**src/rtl/dst_buf_pkg.sv**
```systemverilog
// ----------------------------------------------------------------------------
// dst_buf_pkg
//   Shared types and constants for the destination port buffer.
//   - NUM_PORTS / ADDR_W : four destination queues, 2-bit address
//   - DATA_W / TYPE_W    : beat payload width and packet type width
//   - buf_entry_t        : one queued beat {pack_t, payload, eop}
//   - arb_state_t        : output arbiter state (IDLE / LOCK)
//   - rr_pick()          : round-robin selection starting after 'last'
// ----------------------------------------------------------------------------
package dst_buf_pkg;

    localparam int NUM_PORTS = 4;
    localparam int ADDR_W    = 2;
    localparam int DATA_W    = 8;
    localparam int TYPE_W    = 2;

    typedef struct packed {
        logic [TYPE_W-1:0] pack_t;
        logic [DATA_W-1:0] payload;
        logic              eop;
    } buf_entry_t;

    typedef enum logic {
        IDLE = 1'b0,
        LOCK = 1'b1
    } arb_state_t;

    // Scan last+1, last+2, ... (mod NUM_PORTS). The loop runs from the
    // farthest candidate to the nearest so the nearest requester wins.
    function automatic logic [ADDR_W-1:0] rr_pick(input logic [ADDR_W-1:0]    last,
                                                  input logic [NUM_PORTS-1:0] req);
        logic [ADDR_W-1:0] idx;
        rr_pick = last;
        for (int i = NUM_PORTS; i >= 1; i--) begin
            idx = last + ADDR_W'(i);
            if (req[idx]) begin
                rr_pick = idx;
            end
        end
    endfunction

endpackage

```
**src/rtl/dst_fifo.sv**
```systemverilog
// ----------------------------------------------------------------------------
// dst_fifo
//   Single-clock FIFO holding buf_entry_t beats for one destination port.
//   Ports:
//     clk, reset      : clock, asynchronous active-low reset
//     wr_en, wr_data  : push one entry (caller guarantees !full)
//     rd_en, rd_data  : pop the head entry (caller guarantees !empty);
//                       rd_data always shows the current head
//     full, empty     : occupancy flags
//   Parameter DEPTH: entries, power of two, >= 2.
// ----------------------------------------------------------------------------
module dst_fifo
    import dst_buf_pkg::*;
#(
    parameter int DEPTH = 4
) (
    input  logic       clk,
    input  logic       reset,
    input  logic       wr_en,
    input  buf_entry_t wr_data,
    input  logic       rd_en,
    output buf_entry_t rd_data,
    output logic       full,
    output logic       empty
);

    localparam int PTR_W = $clog2(DEPTH);
    localparam int CNT_B = PTR_W + 1;

    buf_entry_t       mem_q [DEPTH];
    logic [PTR_W-1:0] wr_ptr_q, wr_ptr_d;
    logic [PTR_W-1:0] rd_ptr_q, rd_ptr_d;
    logic [CNT_B-1:0] count_q, count_d;

    // Pointers wrap naturally because DEPTH is a power of two.
    always_comb begin
        wr_ptr_d = wr_ptr_q;
        rd_ptr_d = rd_ptr_q;
        count_d  = count_q;
        if (wr_en) begin
            wr_ptr_d = wr_ptr_q + 1'b1;
        end
        if (rd_en) begin
            rd_ptr_d = rd_ptr_q + 1'b1;
        end
        if (wr_en && !rd_en) begin
            count_d = count_q + 1'b1;
        end else if (!wr_en && rd_en) begin
            count_d = count_q - 1'b1;
        end
    end

    always_ff @(posedge clk or negedge reset) begin
        if (!reset) begin
            wr_ptr_q <= '0;
            rd_ptr_q <= '0;
            count_q  <= '0;
        end else begin
            wr_ptr_q <= wr_ptr_d;
            rd_ptr_q <= rd_ptr_d;
            count_q  <= count_d;
        end
    end

    // Storage carries data only; contents are meaningless while empty.
    always_ff @(posedge clk) begin
        if (wr_en) begin
            mem_q[wr_ptr_q] <= wr_data;
        end
    end

    assign rd_data = mem_q[rd_ptr_q];
    assign full    = (count_q == CNT_B'(DEPTH));
    assign empty   = (count_q == '0);

endmodule

```
**src/rtl/dst_port_buffer.sv**
```systemverilog
// ----------------------------------------------------------------------------
// dst_port_buffer
//   Buffers routed beats into one FIFO per destination port and drains them
//   onto a single output channel with packet-locked round-robin arbitration.
//   Ports:
//     clk, reset                      : clock, asynchronous active-low reset
//     dst_valid/dst_ready             : inbound handshake
//     dst_addr, pack_t, payload, eop  : inbound beat
//     ack                             : 1-cycle pulse after each accepted eop
//     out_valid/out_ready             : outbound handshake
//     out_port, out_pack_t, out_data,
//     out_eop                         : outbound beat and its source queue
//     pkt_cnt                         : per-port completed-packet counters,
//                                       port p at [p*CNT_W +: CNT_W]
//   Build option: define DST_BUF_STATS_EN to add pkt_cnt and its counters.
// ----------------------------------------------------------------------------
module dst_port_buffer
    import dst_buf_pkg::*;
#(
    parameter int DEPTH = 4,
    parameter int CNT_W = 16
) (
    input  logic              clk,
    input  logic              reset,
    input  logic              dst_valid,
    output logic              dst_ready,
    input  logic [ADDR_W-1:0] dst_addr,
    input  logic [TYPE_W-1:0] pack_t,
    input  logic [DATA_W-1:0] payload,
    input  logic              eop,
    output logic              ack,
    output logic              out_valid,
    input  logic              out_ready,
    output logic [ADDR_W-1:0] out_port,
    output logic [TYPE_W-1:0] out_pack_t,
    output logic [DATA_W-1:0] out_data,
    output logic              out_eop
`ifdef DST_BUF_STATS_EN
    ,
    output logic [NUM_PORTS*CNT_W-1:0] pkt_cnt
`endif
);

    logic [NUM_PORTS-1:0] full, empty, wr_en, rd_en;
    buf_entry_t           wr_entry;
    buf_entry_t           rd_entry [NUM_PORTS];
    buf_entry_t           head;
    logic                 accept, xfer;

    arb_state_t           state_q, state_d;
    logic [ADDR_W-1:0]    grant_q, grant_d;
    logic [ADDR_W-1:0]    last_q, last_d;
    logic                 ack_q;

    assign wr_entry = '{pack_t: pack_t, payload: payload, eop: eop};

    for (genvar p = 0; p < NUM_PORTS; p++) begin : g_fifo
        dst_fifo #(
            .DEPTH   (DEPTH)
        ) u_fifo (
            .clk     (clk),
            .reset   (reset),
            .wr_en   (wr_en[p]),
            .wr_data (wr_entry),
            .rd_en   (rd_en[p]),
            .rd_data (rd_entry[p]),
            .full    (full[p]),
            .empty   (empty[p])
        );
    end

    // A full queue refuses a beat even if it is being drained this cycle.
    assign dst_ready = !full[dst_addr];
    assign accept    = dst_valid && dst_ready;

    assign head      = rd_entry[grant_q];
    assign out_valid = (state_q == LOCK) && !empty[grant_q];
    assign xfer      = out_valid && out_ready;

    always_comb begin
        wr_en = '0;
        rd_en = '0;
        if (accept) begin
            wr_en[dst_addr] = 1'b1;
        end
        if (xfer) begin
            rd_en[grant_q] = 1'b1;
        end
    end

    // The queue head is only meaningful while out_valid; zero it otherwise
    // so stale storage never leaks onto the output.
    assign out_port   = grant_q;
    assign out_pack_t = out_valid ? head.pack_t  : '0;
    assign out_data   = out_valid ? head.payload : '0;
    assign out_eop    = out_valid ? head.eop     : 1'b0;
    assign ack        = ack_q;

    // LOCK holds the grant until the eop beat leaves, even when the granted
    // queue runs dry mid-packet, so packets never interleave.
    always_comb begin
        state_d = state_q;
        grant_d = grant_q;
        last_d  = last_q;
        case (state_q)
            IDLE: begin
                if (|(~empty)) begin
                    grant_d = rr_pick(last_q, ~empty);
                    state_d = LOCK;
                end
            end
            LOCK: begin
                if (xfer && head.eop) begin
                    last_d  = grant_q;
                    state_d = IDLE;
                end
            end
            default: state_d = IDLE;
        endcase
    end

    // last resets to the highest port so port 0 has first priority.
    always_ff @(posedge clk or negedge reset) begin
        if (!reset) begin
            state_q <= IDLE;
            grant_q <= '0;
            last_q  <= ADDR_W'(NUM_PORTS - 1);
            ack_q   <= 1'b0;
        end else begin
            state_q <= state_d;
            grant_q <= grant_d;
            last_q  <= last_d;
            ack_q   <= accept && eop;
        end
    end

`ifdef DST_BUF_STATS_EN
    logic [CNT_W-1:0] cnt_q [NUM_PORTS];

    always_ff @(posedge clk or negedge reset) begin
        if (!reset) begin
            for (int p = 0; p < NUM_PORTS; p++) begin
                cnt_q[p] <= '0;
            end
        end else if (xfer && head.eop) begin
            cnt_q[grant_q] <= cnt_q[grant_q] + 1'b1;
        end
    end

    always_comb begin
        pkt_cnt = '0;
        for (int p = 0; p < NUM_PORTS; p++) begin
            pkt_cnt[p*CNT_W +: CNT_W] = cnt_q[p];
        end
    end
`endif

endmodule

```
**config.mk**
```make
export PLATFORM = sky130hd
export DESIGN_NAME = dst_port_buffer
export DESIGN_NICKNAME = d
export VERILOG_FILES = /design/src/rtl/dst_buf_pkg.sv /design/src/rtl/dst_fifo.sv /design/src/rtl/dst_port_buffer.sv
export SDC_FILE = /design/constraint.sdc
export NUM_CORES = 1
export LEC_CHECK = 0
export ABC_AREA = 1
export CORE_MARGIN = 2
export CORE_UTILIZATION = 60
export DETAILED_ROUTE_END_ITERATION = 16
export PLACE_DENSITY = 0.81
export SLEW_MARGIN = 20
export SYNTH_ARGS = -nofsm -noshare
export SYNTH_HDL_FRONTEND = slang
export SYNTH_SLANG_ARGS = --single-unit
```
**constraint.sdc**
```tcl
create_clock -name clk -period 3.1 [get_ports clk]
set_input_delay 0.93 -clock clk [delete_from_list [all_inputs] [get_ports clk]]
set_output_delay 0.93 -clock clk [all_outputs]
set_load 0.01 [all_outputs]
```
=== Yosys cells after proc, flatten, opt, wreduce, memory -nomap -nowiden ===
Memory sizes are Yosys's and may differ from the RTL's.
Index checks and enable logic that the tools add are counted.

* Register bits: 34
* Bits in writable memories: 176
* Input port bits: 17
* Output and inout port bits: 16
* Word-level logic and storage cells: 134
* Memories: 4

{| class="wikitable"
|+ Memories
! memory !! words !! width !! read ports !! clocked after memory_dff !! wr ports !! line !! RTL
|-
| g_fifo[0].u_fifo.mem_q || 4 || 11 || 1 || 0 || 1 || dst_fifo.sv:30 || <nowiki>buf_entry_t mem_q [DEPTH];</nowiki>
|-
| g_fifo[1].u_fifo.mem_q || 4 || 11 || 1 || 0 || 1 || dst_fifo.sv:30 ||
|-
| g_fifo[2].u_fifo.mem_q || 4 || 11 || 1 || 0 || 1 || dst_fifo.sv:30 ||
|-
| g_fifo[3].u_fifo.mem_q || 4 || 11 || 1 || 0 || 1 || dst_fifo.sv:30 ||
|}

* $add $sub $neg: 19
* $lt $le $gt $ge: 8
* Eq/ne operators: 4
* Mux-type cells: 44
* Bitwise logic cells: 3
* Reduce and logical (&&, ||, !) cells: 36

{| class="wikitable"
|+ Operators by type and width
! cell !! number
|-
| $mux W3 || 8
|-
| $bmux W11 S2 || 1
|-
| $mux W11 || 2
|-
| $add A2 B1 Y2 const B || 9
|-
| $mux W1 || 18
|-
| $logic_and A1 B1 Y1 || 15
|-
| $lt A2 B3 Y1 const B || 5
|-
| $add A3 B1 Y3 const B || 4
|-
| $eq A3 B3 Y1 const B || 4
|-
| $logic_not A3 Y1 || 4
|-
| $sub A3 B1 Y3 const B || 4
|-
| $bmux W1 S2 || 5
|-
| $logic_not A1 Y1 || 10
|-
| $mux W2 || 4
|-
| $mux W4 || 2
|-
| $mux W8 || 1
|-
| $reduce_bool A2 Y1 || 4
|-
| $add A2 B2 Y2 const B || 2
|-
| $demux W1 S2 || 2
|-
| $ge A2 B1 Y1 const B || 2
|-
| $not A4 Y4 || 1
|-
| $reduce_and A2 Y1 || 2
|-
| $reduce_or A4 Y1 || 1
|-
| $ge A3 B3 Y1 const B || 1
|-
| other kinds (3) || 3
|}

=== Longest topological paths before layout ===
Gate-level depths: netlist (run 1).

* Depth after elaboration: 10
* Mapped depth: 15
* Gate-level depth less buffers: 15

=== Cells and area by module ===
Synthesis (run 1) repeated with hierarchy kept, for this count alone.

* Cells, all modules: 855
* Area total of the unflattened synthesis: 9,544.2 um^2

{| class="wikitable"
|+ By module, submodules not included
! module !! times used !! cells an instance !! area an instance (um^2) !! sequential area each (um^2)
|-
| dst_fifo (g_fifo[0].u_fifo ...) || 2 || 176 || 2,182.1 || 1,496.4
|-
| dst_fifo (g_fifo[1].u_fifo ...) || 2 || 176 || 2,177.1 || 1,496.4
|-
| dst_port_buffer || 1 || 151 || 825.8 || 152.6
|}

=== Worst setup path after synthesis (run 1) ===
OpenSTA, ideal clock, no wires.

* Path kind: in2reg
* From: input dst_addr[0]
* To: register g_fifo[0].u_fifo.count_q[2]
* Library setup time: 0.131 ns
* Arrival time: 2.505 ns
* Required time: 2.969 ns
* Slack: 0.464 ns
* Stages on the path: 14
* Buffers on the path: 0
* Path through: inv_2 > nand3_1 > a21oi_2 > nor2_4 > nand2_4 > inv_2 > nand2_4 > inv_2 > ha_1 > inv_1 > fa_1 > a21oi_1 > o21ai_0 > xor2_1

* Word-level cells in the longest chain between the ends: 8
* Elaborated cells between the ends (all ways): 15
* Those cells by class: order compare: 2; mux: 6; reduce/logical: 7

{| class="wikitable"
|+ Ends and longest elaborated chain
! element !! line !! RTL
|-
| start, declared || dst_port_buffer.sv:27 || <nowiki>input logic [ADDR_W-1:0] dst_addr,</nowiki>
|-
| $bmux W1 S2 * || dst_port_buffer.sv:73 || <nowiki>assign dst_ready = !full[dst_addr];</nowiki>
|-
| $mux W1 (implied by the code) * || dst_port_buffer.sv:73 ||
|-
| $logic_not A1 Y1 * || dst_port_buffer.sv:73 ||
|-
| named net dst_ready || dst_port_buffer.sv:26 || <nowiki>output logic dst_ready,</nowiki>
|-
| $logic_and A1 B1 Y1 * || dst_port_buffer.sv:74 || <nowiki>assign accept = dst_valid && dst_ready;</nowiki>
|-
| $mux W4 * || dst_port_buffer.sv:83 || <nowiki>if (accept) begin</nowiki>
|-
| named net g_fifo[0].u_fifo.wr_en || dst_fifo.sv:19 || <nowiki>input logic wr_en,</nowiki>
|-
| $logic_not A1 Y1 || dst_fifo.sv:48 || <nowiki>end else if (!wr_en && rd_en) begin</nowiki>
|-
| $logic_and A1 B1 Y1 || dst_fifo.sv:48 ||
|-
| $reduce_bool A2 Y1 (no line) || n/a ||
|-
| end signal, assigned || dst_fifo.sv:61 || <nowiki>count_q <= count_d;</nowiki>
|-
| end, declared || dst_fifo.sv:33 || <nowiki>logic [CNT_B-1:0] count_q, count_d;</nowiki>
|}

The timed path passes the listed nets; every way through them passes the cells marked *. The select of a mux whose other input is x is not followed.
A chain may end at the register's enable or synchronous reset.

=== Worst setup path in the final report (run 1) ===
* From: register grant_q[0] (netlist: out_port[0])
* To: output out_pack_t[1]

* Word-level cells in the longest chain between the ends: 5
* Elaborated cells between the ends (all ways): 9
* Those cells by class: mux: 6; bitwise: 1; reduce/logical: 2

{| class="wikitable"
|+ Ends and longest elaborated chain
! element !! line !! RTL
|-
| start, declared || dst_port_buffer.sv:51 || <nowiki>logic [ADDR_W-1:0] grant_q, grant_d;</nowiki>
|-
| start signal, assigned || dst_port_buffer.sv:131 || <nowiki>grant_q <= grant_d;</nowiki>
|-
| $not A2 Y3 (implied by the code) or $bmux W1 S2 (tied branches) || dst_port_buffer.sv:76, dst_port_buffer.sv:77 ||
|-
| $bmux W11 S2 or $mux W1 (tied branches) || dst_port_buffer.sv:76, dst_port_buffer.sv:77 ||
|-
| $mux W11 (implied by the code) or $logic_not A1 Y1 (tied branches) || dst_port_buffer.sv:76, dst_port_buffer.sv:77 ||
|-
| $mux W11 (implied by the code) or $logic_and A1 B1 Y1 (tied branches) || dst_port_buffer.sv:76, dst_port_buffer.sv:77 ||
|-
| $mux W2 * || dst_port_buffer.sv:94 || <nowiki>assign out_pack_t = out_valid ? head.pack_t : '0;</nowiki>
|-
| end, declared || dst_port_buffer.sv:35 || <nowiki>output logic [TYPE_W-1:0] out_pack_t,</nowiki>
|}

Every way passes the cells marked *; elsewhere a longest branch is shown, timed or not. The select of a mux whose other input is x is not followed.

==> impl_metrics.json, run 1 <==
{
  "min_path_type": "flop to flop",
  "synth_top_area_share": 0.578,
  "crit_cells": 8,
  "async_reset_ff_frac": 0.162,
  "power.share.clock": 0.228,
  "power.switching_w": 0.00413,
  "finalWirelength_mm": 23.1,
  "area_growth_pct": 20.8,
  "dp_slack_ns": -0.286,
  "synth.area.top_cells": "edfxtp_1, dfrtp_1, nand2_1, nand3_1, nor2_1",
  "min-delay-start": "g_fifo[2].u_fifo.count_q[0]",
  "ys_top_cells_by_count": "edfxtp_1, nand2_1, nor2_1",
  "antenna_left": 0,
  "cp.arrival_ns": 2.18,
  "worstPathRequired_ns": 2.17,
  "dp_hpwl_mm": 13.6,
  "startpoint": "out_port[0]",
  "cts_sinks": 210,
  "synthesis.nets": 813,
  "die_h_um": 127,
  "grt_first_pass_wirelength_mm": 34.6,
  "antennaDiodeCount": 0,
  "synth_edf_count": 176,
  "synth_top_cell_by_area": "edfxtp_1",
  "status": "finished, violations left",
  "coreArea_sq_um": 15000,
  "synth_cell_type_count": 35,
  "slew_violations": 0,
  "crit_path_cell_trace": "buf_6 -> nand2_2 -> inv_2 -> a21oi_4 -> nand2_8 -> buf_4 -> nor4_4 -> buf_2",
  "slowest_stage": "dfrtp_1",
  "path_clk_slew_ns": 0.07,
  "maxSlewHeadroom": 0.383,
  "nNetsFinal": 923,
  "crit_fanout": 7,
  "rr_worst_depth": 13,
  "rsz0062_at_grt": "true",
  "cap_viol_max_count": 0,
  "grt_usage": 0.281,
  "synthesis.area_sq_um": 9150,
  "grt_max_degree": 35,
  "postCtsHoldBufs": 0,
  "cts_tree": "yes",
  "worst_pin_slew_ns": 0.926,
  "numPortBuffers": 32,
  "power_density_nw_per_um2": 974,
  "netlist_instances": 772,
  "p_comb_frac": 0.428,
  "die_w_um": 127,
  "crit_family": "buffers and inverters",
  "htreeDepth": 1,
  "violations": "negative setup slack",
  "ios": 33,
  "finalSetupTns_ns": -0.00822,
  "p_int_w": 0.00664,
  "end_kind": "primary output",
  "finalHoldViolCount": 0,
  "start_util": 0.608,
  "setup_viol": 1,
  "cts_root_buf": "clkbuf_16",
  "cts_buffer_depth": 3,
  "leakage_nw": 4.31,
  "drt-initial-drc-count": 804,
  "p_seq_frac": 0.344,
  "die_area_sq_um": 16200,
  "clk-insertion-delay-late_ns": 0.52,
  "reg2reg_slack_ns": 0.29,
  "fin_crit_sh": 1.00,
  "synth_top_flop_cell": "edfxtp_1",
  "rows": 45,
  "drtPass1Iterations": 7,
  "via_per_inst": 6.08,
  "skew_ns": 0.0341,
  "vias": 6599,
  "routedWlPerCell_um": 21.3,
  "critical_path_class": "flop to primary output",
  "yosys_warnings": 0,
  "yosysMostFrequentCell": "edfxtp_1",
  "layout_setup_ws_ns": -0.00822,
  "grt_overflow": 0,
  "layout_min_cycle_time_ns": 3.11,
  "worst-path-buf-inv": 4,
  "gp_congestion": 0.860,
  "drc": 0,
  "antenna_found_initial": 0,
  "peakVddDrop_mv": 0.648,
  "first_global_vias": 6465,
  "syn_area_per_cell_sq_um": 11.8,
  "swShare": 0.383,
  "max_freq_mhz": 322,
  "drive_gt1_frac": 0.222,
  "r2r-start": "out_port[0]",
  "worstSetupEndpoint": "out_pack_t[1]",
  "yosysSeqAreaShare": 0.671,
  "critPathMaxStageDelay_ns": 0.40,
  "start_kind": "flop",
  "cts_buffers": 21,
  "ys_seq_elements": 210,
  "r2r-end": "g_fifo[0].u_fifo.count_q[1]"
}
cells in the final DEF (no fill, tap or decap), types with 10 or more instances in the layout:
cell type	count
xor2_1	12
a21oi_1	26
o21ai_0	43
nand2_4	11
ha_1	20
nand3_1	67
o21ai_1	10
nor2_1	67
nand2_1	144
clkdlybuf4s50_1	17
dfrtp_1	29
clkbuf_16	21
edfxtp_1	176
inv_1	44
inv_2	17
o221ai_1	15
buf_4	73
registers in the layout (all words and copies together), names as in the netlist:
| register | count |
|---|---|
| last_q | 2 |
| g_fifo.u_fifo.wr_ptr_q | 8 |
| out_port | 2 |
| g_fifo.u_fifo.rd_ptr_q | 8 |
| g_fifo.u_fifo.count_q | 12 |
| state_q | 1 |
| ack | 1 |
| g_fifo.u_fifo.mem_q | 176 |
per-stage QoR:
stage               cell area, sq um  instances  utilization  hold slack (ns)  total power, W
floorplan                       9150        772            -            0.460         0.00611
global placement               10000       1024        0.668            0.488         0.00742
detailed placement             10000       1024        0.668            0.498         0.00765
CTS                            10900       1073        0.726            0.534          0.0104
global route                   11000       1085        0.735            0.564          0.0113
finish                         11000       1085        0.735            0.542          0.0108
power by group through the flow:
stage | logic (W) | registers, W | clock network (W)
global route | 0.00496 | 0.00374 | 0.00256
detailed placement | 0.00391 | 0.00374 | 0
floorplan | 0.00243 | 0.00369 | 0
finish | 0.00461 | 0.00370 | 0.00245
global placement | 0.00371 | 0.00370 | 0
CTS | 0.00422 | 0.00369 | 0.00245
metal layers:
layer / vias up / GRT usage / part of all wire
met4: 0 / 0.176 / 0.053
met3: 85 / 0.0306 / 0.077
met5: - / 0 / 0
met2: 393 / 0.467 / 0.50
met1: 3210 / 0.358 / 0.37
li1: 2911 / - / -
how the worst min path moves through the flow:
stage | endpoint | slack (ns) | cells after the start
after floorplan | state_q | 0.46 | 2
after global placement | state_q | 0.49 | 2
after detailed placement | state_q | 0.50 | 2
after CTS | state_q | 0.53 | 2
after global routing | g_fifo[3].u_fifo.count_q[0] | 0.56 | 1
final | g_fifo[2].u_fifo.count_q[0] | 0.54 | 1
cell families after synthesis:
kind of cell    synth area share
mux                      0.00493
compound gates            0.0672
xor+xnor                  0.0192
buf+inv                   0.0413
fa+ha+maj                 0.0361
flops                      0.671
simple gates               0.160
layout make-up:
cell class	instances	area (sq um)
clock buffer	33	601
clock inverter	5	55.1
fill	879	3990
inverter	63	243
multi-input combinational	470	2810
sequential	210	6140
tap	188	235
timing repair buffer	116	965
what timing repair did:
item / in CTS / in global routing
endpoints found under the setup margin: 13 / 12
cloned: 0 / 1
pin swaps: 13 / 16
gates resized for setup: 56 / 41
buffers inserted: 12 / 12
(Power assumes the default switching activity.)
==> inputs of run 2 (changes only) <==
--- a/config.mk
+++ b/config.mk
@@ -6,10 +6,12 @@
 export NUM_CORES = 1
 export LEC_CHECK = 0
 export ABC_AREA = 1
-export CORE_MARGIN = 2
+export CORE_MARGIN = 1
 export CORE_UTILIZATION = 60
 export DETAILED_ROUTE_END_ITERATION = 16
-export PLACE_DENSITY = 0.81
+export DONT_BUFFER_PORTS = 1
+export PLACE_DENSITY = 0.79
+export SKIP_LAST_GASP = 1
 export SLEW_MARGIN = 20
 export SYNTH_ARGS = -nofsm -noshare
 export SYNTH_HDL_FRONTEND = slang
==> run 2 against run 1 <==
  * Final cell count shrank 7.5%
  * Utilization shrank 3.3 points
  * Critical endpoint is now out_data[0]
  * Total power decreased by 8.0%
  * Fmax is 0.28% higher
  * Sequential share of layout area grew 3.9 points
  * Critical path type unchanged
  * Hold slack lost 0.42 ns
  * Die area shrank 3.1%
  * The flow now finishes without violations
  * Sequential power is essentially flat
  * First-iteration DRC count down 14%
  * Clock power is essentially flat
  * Largest cell class unchanged
  * Design area down 6.6%
==> impl_metrics.json, run 2 (synthesized netlist as in run 1, its figures left out) <==
{
  "crit_path_cell_trace": "inv_2 -> nand2_1 -> inv_4 -> a21oi_4 -> nand2_4 -> buf_12 -> nor4_2",
  "critPathMaxStageDelay_ns": 0.45,
  "routedWlPerCell_um": 20.5,
  "via_per_inst": 6.03,
  "top_regs": "g_fifo.u_fifo.mem_q (176), g_fifo.u_fifo.count_q (12)",
  "cap_viol_max_count": 0,
  "end_kind": "primary output",
  "rsz0062_at_grt": "true",
  "worst_pin_slew_ns": 0.523,
  "min_path_type": "primary input to asynchronous set/reset pin",
  "finalWirelength_mm": 20.6,
  "vias": 6051,
  "slowest_stage": "dfrtp_2",
  "place_area_sq_um": 9500,
  "start_util": 0.622,
  "gp_congestion": 0.935,
  "layout_min_cycle_time_ns": 3.10,
  "status": "finished clean",
  "finalSetupTns_ns": 0,
  "htreeDepth": 1,
  "die_w_um": 125,
  "first_global_vias": 5963,
  "grt_usage": 0.266,
  "power_density_nw_per_um2": 959,
  "area_growth_pct": 12.9,
  "antennaDiodeCount": 0,
  "rows": 44,
  "grt_first_pass_wirelength_mm": 31.8,
  "die_area_sq_um": 15700,
  "cts_root_buf": "clkbuf_16",
  "crit_fanout": 13,
  "cts_buffer_depth": 3,
  "cp.arrival_ns": 2.17,
  "max_freq_mhz": 323,
  "setup_viol": 0,
  "final_cell_mix": "edfxtp_1, nand2_1, nor2_1",
  "worstPathRequired_ns": 2.17,
  "skew_ns": 0.0160,
  "start_kind": "flop",
  "leakage_nw": 3.95,
  "antenna_found_initial": 0,
  "peakVddDrop_mv": 0.785,
  "drt-initial-drc-count": 691,
  "drive_gt1_frac": 0.155,
  "crit_family": "simple AND/OR/NAND/NOR gates",
  "rr_worst_depth": 14,
  "path_clk_slew_ns": 0.06,
  "cts_tree": "yes",
  "clk-insertion-delay-late_ns": 0.51,
  "coreArea_sq_um": 14700,
  "grt_overflow": 0,
  "final_common_cell": "edfxtp_1",
  "die_h_um": 125,
  "postCtsHoldBufs": 0,
  "ios": 33,
  "worst-path-buf-inv": 3,
  "cts_sinks": 210,
  "slew_violations": 0,
  "antenna_left": 0,
  "grt_max_degree": 35,
  "power_w": 0.00990,
  "fin_crit_sh": 1.00,
  "finalHoldViolCount": 0,
  "largest_reg_flops": 176,
  "top_register": "g_fifo.u_fifo.mem_q",
  "nNetsFinal": 846,
  "cts_buffers": 21,
  "drtPass1Iterations": 5,
  "fillerInstances": 932,
  "numPortBuffers": 0,
  "dp_hpwl_mm": 13.1,
  "critical_path_class": "flop to primary output",
  "crit_cells": 7,
  "final_area_sq_um": 10300,
  "maxSlewHeadroom": 0.651,
  "drc": 0
}
==> run 2: per-layer routing <==
layer / part of all wire / up-vias / track usage
li1: - / 2744 / -
met1: 0.40 / 2940 / 0.353
met3: 0.084 / 49 / 0.0389
met2: 0.49 / 318 / 0.440
met4: 0.032 / 0 / 0.118
met5: 0 / - / 0
==> run 2: path summary, 6_finish.rpt <==
kind,from,end,slack [ns]
setup / recovery,out_port[1],out_data[0],0.0005
setup reg to reg,g_fifo[0].u_fifo.count_q[0],g_fifo[3].u_fifo.count_q[2],0.25
hold / removal,reset,g_fifo[2].u_fifo.wr_ptr_q[0],0.12
hold reg to reg,g_fifo[2].u_fifo.count_q[0],g_fifo[2].u_fifo.count_q[0],0.52
min in group clk,payload[6],g_fifo[2].u_fifo.mem_q[0][7],0.52
max in group asynchronous,reset,last_q[1],2.80
==> run 2: cell type report <==
type                       instances  area (sq um)  share of cell area
clock buffer                      22           529              0.0513
clock inverter                    16           145              0.0141
inverter                          63           243              0.0235
multi-input combinational        470          2720               0.264
sequential                       210          6140               0.595
tap                              184           230              0.0223
timing repair buffer              39           309              0.0299
==> run 2: stage by stage <==
step	hold WS, ns	util	std cells	setup slack, ns
6_report	0.118	0.702	1004	0.000544
2_1_floorplan	0.460	-	772	0.464
3_3_place_gp	0.485	0.646	961	0.346
4_1_cts	0.111	0.694	999	-0.000826
5_1_grt	0.113	0.702	1004	-0.0333
3_5_place_dp	0.502	0.646	961	0.285
==> run 2: what timing repair did <==
action	in CTS	in global routing
hold endpoints to repair	0	0
resized for setup	8	16
cloned	0	1
endpoints found under the setup margin	9	8
pin swaps	0	3
buffers inserted	0	4
==> run 2: power breakdown <==
group	internal (W)	switching (W)	total [W]
combinational	0.00129	0.00244	0.00373
clock	0.00142	0.00106	0.00248
sequential	0.00343	0.000265	0.00370
total	0.00614	0.00376	0.00990
